[src/rtl/rob_retire_ctrl.sv]
// Retirement and pointer controller for a 3-bank interleaved reorder buffer.
// Retires up to three heads in program order and sequences the flush after a mispredict.
module rob_retire_ctrl (
  input  logic                                         clk,
  input  logic                                         rst_n,
  input  logic [2:0]                                   bank_head_complete,
  input  logic [2:0]                                   bank_head_misp,
  input  logic                                         retire_stall,
  input  logic [1:0]                                   dispatch_num,
  input  logic                                         flush_ack,
  output logic [2:0]                                   bank_head_accept,
  output logic [2:0][4:0]                              bank_head_ptr,
  output logic [2:0][4:0]                              bank_tail_ptr,
  output logic [1:0]                                   retire_count,
  output logic [6:0]                                   free_slots,
  output logic                                         flush,
  output logic                                         dispatch_ready
);

  localparam int unsigned MACHINE_WIDTH  = 3;
  localparam int unsigned ROB_DEPTH_BANK = 32;
  localparam int unsigned ROB_WIDTH_BANK = $clog2(ROB_DEPTH_BANK);
  localparam int unsigned ROB_DEPTH      = MACHINE_WIDTH * ROB_DEPTH_BANK;
  localparam int unsigned OCC_W          = 7;

  typedef logic [1:0]                bank_t;
  typedef logic [ROB_WIDTH_BANK-1:0] row_t;

  typedef struct packed {
    row_t  row;
    bank_t bank;
  } ptr_t;

  typedef enum logic [1:0] {
    S_RUN     = 2'd0,
    S_FLUSH   = 2'd1,
    S_RECOVER = 2'd2
  } state_t;

  state_t           state;
  ptr_t             head;
  ptr_t             tail;
  logic [OCC_W-1:0] occ;

  ptr_t             head_n;
  ptr_t             tail_n;
  logic [OCC_W-1:0] occ_n;
  bank_t            s0;
  bank_t            s1;
  bank_t            s2;
  logic             r0;
  logic             r1;
  logic             r2;
  logic             misp_retire;
  logic             disp_ok;
  logic [1:0]       disp_acc;

  // (b + n) mod 3 for b in 0..2, n in 0..3
  function automatic bank_t bank_add(input bank_t b, input logic [1:0] n);
    logic [2:0] sum;
    sum = 3'(b) + 3'(n);
    if (sum >= 3'd3) begin
      bank_add = 2'(sum - 3'd3);
    end else begin
      bank_add = 2'(sum);
    end
  endfunction

  // Advance a global pointer by n entries; bank wrap carries into the row.
  function automatic ptr_t ptr_adv(input ptr_t p, input logic [1:0] n);
    logic [2:0] sum;
    sum     = 3'(p.bank) + 3'(n);
    ptr_adv = p;
    if (sum >= 3'd3) begin
      ptr_adv.bank = 2'(sum - 3'd3);
      ptr_adv.row  = p.row + row_t'(1);
    end else begin
      ptr_adv.bank = 2'(sum);
    end
  endfunction

  // Banks below the global bank index are already one row ahead.
  function automatic logic [2:0][4:0] bank_ptrs(input ptr_t p);
    for (int b = 0; b < 3; b++) begin
      bank_ptrs[b] = p.row + ((2'(b) < p.bank) ? row_t'(1) : row_t'(0));
    end
  endfunction

  // In-order retire slot selection; a mispredicted head blocks younger slots.
  always_comb begin
    bank_head_accept = 3'b000;
    retire_count     = 2'd0;
    s0 = head.bank;
    s1 = bank_add(head.bank, 2'd1);
    s2 = bank_add(head.bank, 2'd2);
    r0 = (state == S_RUN) && !retire_stall && (occ > 7'd0) && bank_head_complete[s0];
    r1 = r0 && !bank_head_misp[s0] && (occ > 7'd1) && bank_head_complete[s1];
    r2 = r1 && !bank_head_misp[s1] && (occ > 7'd2) && bank_head_complete[s2];
    misp_retire = (r0 && bank_head_misp[s0]) || (r1 && bank_head_misp[s1]) ||
                  (r2 && bank_head_misp[s2]);
    if (r0) bank_head_accept[s0] = 1'b1;
    if (r1) bank_head_accept[s1] = 1'b1;
    if (r2) bank_head_accept[s2] = 1'b1;
    retire_count = 2'(r0) + 2'(r1) + 2'(r2);
  end

  // Next pointer and occupancy values
  always_comb begin
    head_n   = head;
    tail_n   = tail;
    occ_n    = occ;
    disp_ok  = (state == S_RUN) && (dispatch_num != 2'd0) &&
               (OCC_W'(dispatch_num) <= (OCC_W'(ROB_DEPTH) - occ));
    disp_acc = disp_ok ? dispatch_num : 2'd0;
    case (state)
      S_RUN: begin
        head_n = ptr_adv(head, retire_count);
        tail_n = ptr_adv(tail, disp_acc);
        occ_n  = occ + OCC_W'(disp_acc) - OCC_W'(retire_count);
      end
      S_FLUSH: begin
        tail_n = head;
        occ_n  = '0;
      end
      default: ;
    endcase
  end

  // State, pointer registers and registered outputs
  always_ff @(posedge clk) begin
    if (!rst_n) begin
      state          <= S_RUN;
      head           <= '0;
      tail           <= '0;
      occ            <= '0;
      flush          <= 1'b0;
      dispatch_ready <= 1'b1;
      free_slots     <= OCC_W'(ROB_DEPTH);
      bank_head_ptr  <= '0;
      bank_tail_ptr  <= '0;
    end else begin
      head          <= head_n;
      tail          <= tail_n;
      occ           <= occ_n;
      free_slots    <= OCC_W'(ROB_DEPTH) - occ_n;
      bank_head_ptr <= bank_ptrs(head_n);
      bank_tail_ptr <= bank_ptrs(tail_n);
      case (state)
        S_RUN: begin
          if (misp_retire) begin
            state          <= S_FLUSH;
            flush          <= 1'b1;
            dispatch_ready <= 1'b0;
          end
        end
        S_FLUSH: begin
          state <= S_RECOVER;
          flush <= 1'b0;
        end
        S_RECOVER: begin
          if (flush_ack) begin
            state          <= S_RUN;
            dispatch_ready <= 1'b1;
          end
        end
        default: begin
          state          <= S_RUN;
          flush          <= 1'b0;
          dispatch_ready <= 1'b1;
        end
      endcase
    end
  end

endmodule

[config.mk]
export PLATFORM = sky130hd
export DESIGN_NAME = rob_retire_ctrl
export DESIGN_NICKNAME = d
export VERILOG_FILES = /design/src/rtl/rob_retire_ctrl.sv
export SDC_FILE = /design/constraint.sdc
export NUM_CORES = 1
export LEC_CHECK = 0
export CAP_MARGIN = 5
export CORE_MARGIN = 5
export CORE_UTILIZATION = 31
export CTS_BUF_LIST = sky130_fd_sc_hd__clkbuf_8 sky130_fd_sc_hd__clkbuf_16
export DETAILED_ROUTE_END_ITERATION = 12
export SLEW_MARGIN = 0
export SYNTH_ARGS = -nofsm -noshare
export SYNTH_HDL_FRONTEND = slang
export SYNTH_SLANG_ARGS = --single-unit
[constraint.sdc]
create_clock -name clk -period 7.8 [get_ports clk]
set_input_delay 1.56 -clock clk [delete_from_list [all_inputs] [get_ports clk]]
set_output_delay 1.56 -clock clk [all_outputs]
set_load 0.05 [all_outputs]
==> impl_metrics.ini <==
[worst_setup_path]
r2r_cells = 20
arrival_ps = 6200
startpoint = bank_head_complete[1]
r2r_slack_ps = 2270
path_max_fanout = 7
crit_type = in -> reg
cp.required_ps = 7970
cp-start-kind = primary input
r2r-start = s0[1]
endpoint = bank_head_ptr[4]
endpoint_kind = register
reg2reg_to = bank_head_ptr[4]

[grt]
antenna_found_initial = 0
grt_max_degree = 32
grt_pass1_vias = 3177
grt_pass1_wl_mm = 14.88
track_usage_pct = 12.68
grt-ovfl-total = 0

[cells_and_area]
diodes = 0
instances_no_fill = 632
area_growth_pct = 25.50
nets = 539
drive_gt1_share_pct = 7.423
final_core_util_pct = 39.73

[floorplan]
start_util_pct = 31.66
die-area_um2 = 14580
die_w_um = 120.8
design.core.area_um2 = 12010
rows = 40
die_h_um = 120.8
ioPinCount = 56

[run]
maxCapViolations = 0

[placement]
post-dp-hpwl_mm = 6.640
place.gp.congestion = 0.8455
dp_cells = 616
pre_cts_slack_ps = 1425
io_buffers = 55

[pwr]
p_leak_nw = 2.023
ir_worst_vdd_v = 0.0002333
intPower_mw = 1.161
p_sw_uw = 904.7
switching_share_pct = 43.79
p_seq_share_pct = 22.0
clkPwrFrac_pct = 19.7
pwr-share-comb_pct = 58.3
power_density_nw_per_um2 = 433.0

[timing]
slew_viol_final = 0
fmax_ghz = 0.1658
holdWs_ps = 459.5
final_hold_viol_count = 0
relSlewSlack_pct = 34.94
worst_slew_pin_slew_ps = 974.8
final.setup_skew_ps = 5.811
finalSetupViolCount = 0
rsz0062_at_grt = false
finalSetupTns_ps = 0
fin_ws_ps = 1767
min_period_ps = 6033
fin_crit_sh_pct = 77.35

[logic_synthesis]
yosysWarningCount = 0
ys_ff_latch = 61
synth_edf_count = 0
synth_top_flop_cell = dfxtp_1
yosysUniqueCellTypes = 60
syn_nets = 486
avgSynthCellArea_um2 = 8.905
netlist_area_um2 = 3802
postSynthCellCount = 427
async_flop_share_pct = 0
synth-seq-area-share_pct = 32.12

[cts]
cts_buffers = 9
cts_resized = 0
clockBufferDepth = 2
root_buffer = clkbuf_16
cts_setup_buffers = 0
h-tree-depth = 3
postCtsHoldBufs = 0
path_clk_slew_ps = 50
clkSinkCount = 61
insertion_delay_ps = 330
cts_tree = built

[route]
routed.top_layer = met4
drtPass1Iterations = 4
totalWireLength_mm = 8.698
num_vias = 3060
ant_nets = 0
wl_per_cell_um = 13.76
dr_wl_met2_mm = 4.134
drt-met1-wl_mm = 3.980
drt_iter0_drc = 137
wl_met3_um = 416
drc = 0
viasPerCell = 4.842

[status]
status = finished clean

[worst_hold_path]
min_path_type = reg -> reg
-- synthesized netlist by cell type (all sizes together) (3+ instances only) --
library cell / n / area share, %
nor2: 47 / 5.0
nand3: 10 / 1.4
a31oi: 3 / 0.49
dfxtp: 61 / 32
a221oi: 3 / 1.5
clkbuf: 8 / 0.79
a22oi: 6 / 1.2
and2: 22 / 3.6
xnor2: 16 / 3.9
xor2: 10 / 2.5
a21oi: 18 / 2.4
nor3: 14 / 2.0
mux2: 3 / 0.89
o21ai: 20 / 2.7
buf: 6 / 1.3
fa: 5 / 2.6
nand2: 35 / 3.5
ha: 42 / 14
and3: 5 / 0.95
inv: 32 / 3.2
mux2i: 15 / 3.9
or2: 3 / 0.49
a21o: 3 / 0.59
nand2b: 3 / 0.49
nor2b: 6 / 0.99
-- cells in the final DEF (no fill, tap or decap), drive strengths merged, types with 3 or more instances in the layout --
master | synthesis | layout
a21o | 3 | 3
a21oi | 18 | 18
a221oi | 3 | 3
a22oi | 6 | 6
a31oi | 3 | 3
and2 | 22 | 22
and3 | 5 | 5
clkbuf | 8 | 9
clkdlybuf4s50 | 0 | 55
clkinv | 1 | 4
dfxtp | 61 | 61
fa | 5 | 5
ha | 42 | 42
inv | 32 | 34
mux2 | 3 | 3
mux2i | 15 | 15
nand2 | 35 | 35
nand2b | 3 | 3
nand3 | 10 | 10
nor2 | 47 | 47
nor2b | 6 | 6
nor3 | 14 | 14
o21ai | 20 | 20
or2 | 3 | 3
xnor2 | 16 | 16
xor2 | 10 | 10
-- state kept, by name (all words and copies together) (netlist names) --
register	count
bank_head_ptr	15
bank_tail_ptr	15
dispatch_ready	1
flush	1
free_slots	7
head	5
occ	6
s0	2
state	2
tail	7
-- cell type report --
cell class / count / area, µm²
Clock inverter: 7 / 82.58
Clock buffer: 9 / 225.2
Timing Repair Buffer: 56 / 558.0
Multi-Input combinational cell: 319 / 2377
Tap cell: 147 / 183.9
Sequential cell: 61 / 1221
Inverter: 33 / 123.9
Fill cell: 1227 / 7239
-- metrics by stage --
step	area, µm²	power, mW
finish	4772	2.066
global route	4772	2.273
CTS	4772	2.097
detailed placement	4464	1.675
global placement	4464	1.652
floorplan	3802	1.386
-- critical path: stages --
cell	delay (ps)
clkdlybuf4s50_1	520
o21ai_0	120
nor4_2	590
nand2_1	210
inv_1	120
fa_1	490
ha_1	230
fa_1	460
ha_1	210
nor2_1	430
xor2_1	190
nor2_1	50
a21oi_1	240
nand2_1	110
ha_1	210
ha_1	210
nand2_1	80
xnor2_1	110
nor2_1	50
-- how the worst min path moves through the flow --
stage | startpoint | depth (start not counted) | slack, ps | to
4_1_cts | flush | 2 | 460 | flush
2_1_floorplan | tail[1] | 2 | 520 | tail[1]
3_3_place_gp | flush | 2 | 460 | flush
5_1_grt | flush | 2 | 500 | flush
3_5_place_dp | flush | 2 | 460 | flush
6_report | flush | 2 | 460 | flush
-- routing by layer --
layer | vias to the layer above | GRT usage [%]
met1 | 1430 | 15.39
met2 | 56 | 21.27
met3 | 13 | 3.087
li1 | 1561 | -
met4 | 0 | 5.524
met5 | - | 0
-- power by group through the flow --
stage | sequential (mW) | clock (mW) | combinational (mW)
global placement | 0.462 | 0 | 1.19
global route | 0.466 | 0.434 | 1.37
detailed placement | 0.462 | 0 | 1.21
floorplan | 0.567 | 0 | 0.818
CTS | 0.456 | 0.419 | 1.22
finish | 0.455 | 0.406 | 1.21
-- logic make-up (layout without fill, tap and decap cells) --
kind of cell | after synthesis | after routing | share of synthesized area [%]
simple gates | 158 | 158 | 21.32
compound gates | 70 | 70 | 13.52
flops | 61 | 61 | 32.12
fa+ha+maj | 47 | 47 | 16.45
buf+inv | 47 | 105 | 5.363
xor+xnor | 26 | 26 | 6.384
mux | 18 | 18 | 4.837
No activity file was read; power rests on OpenSTA's default activity.
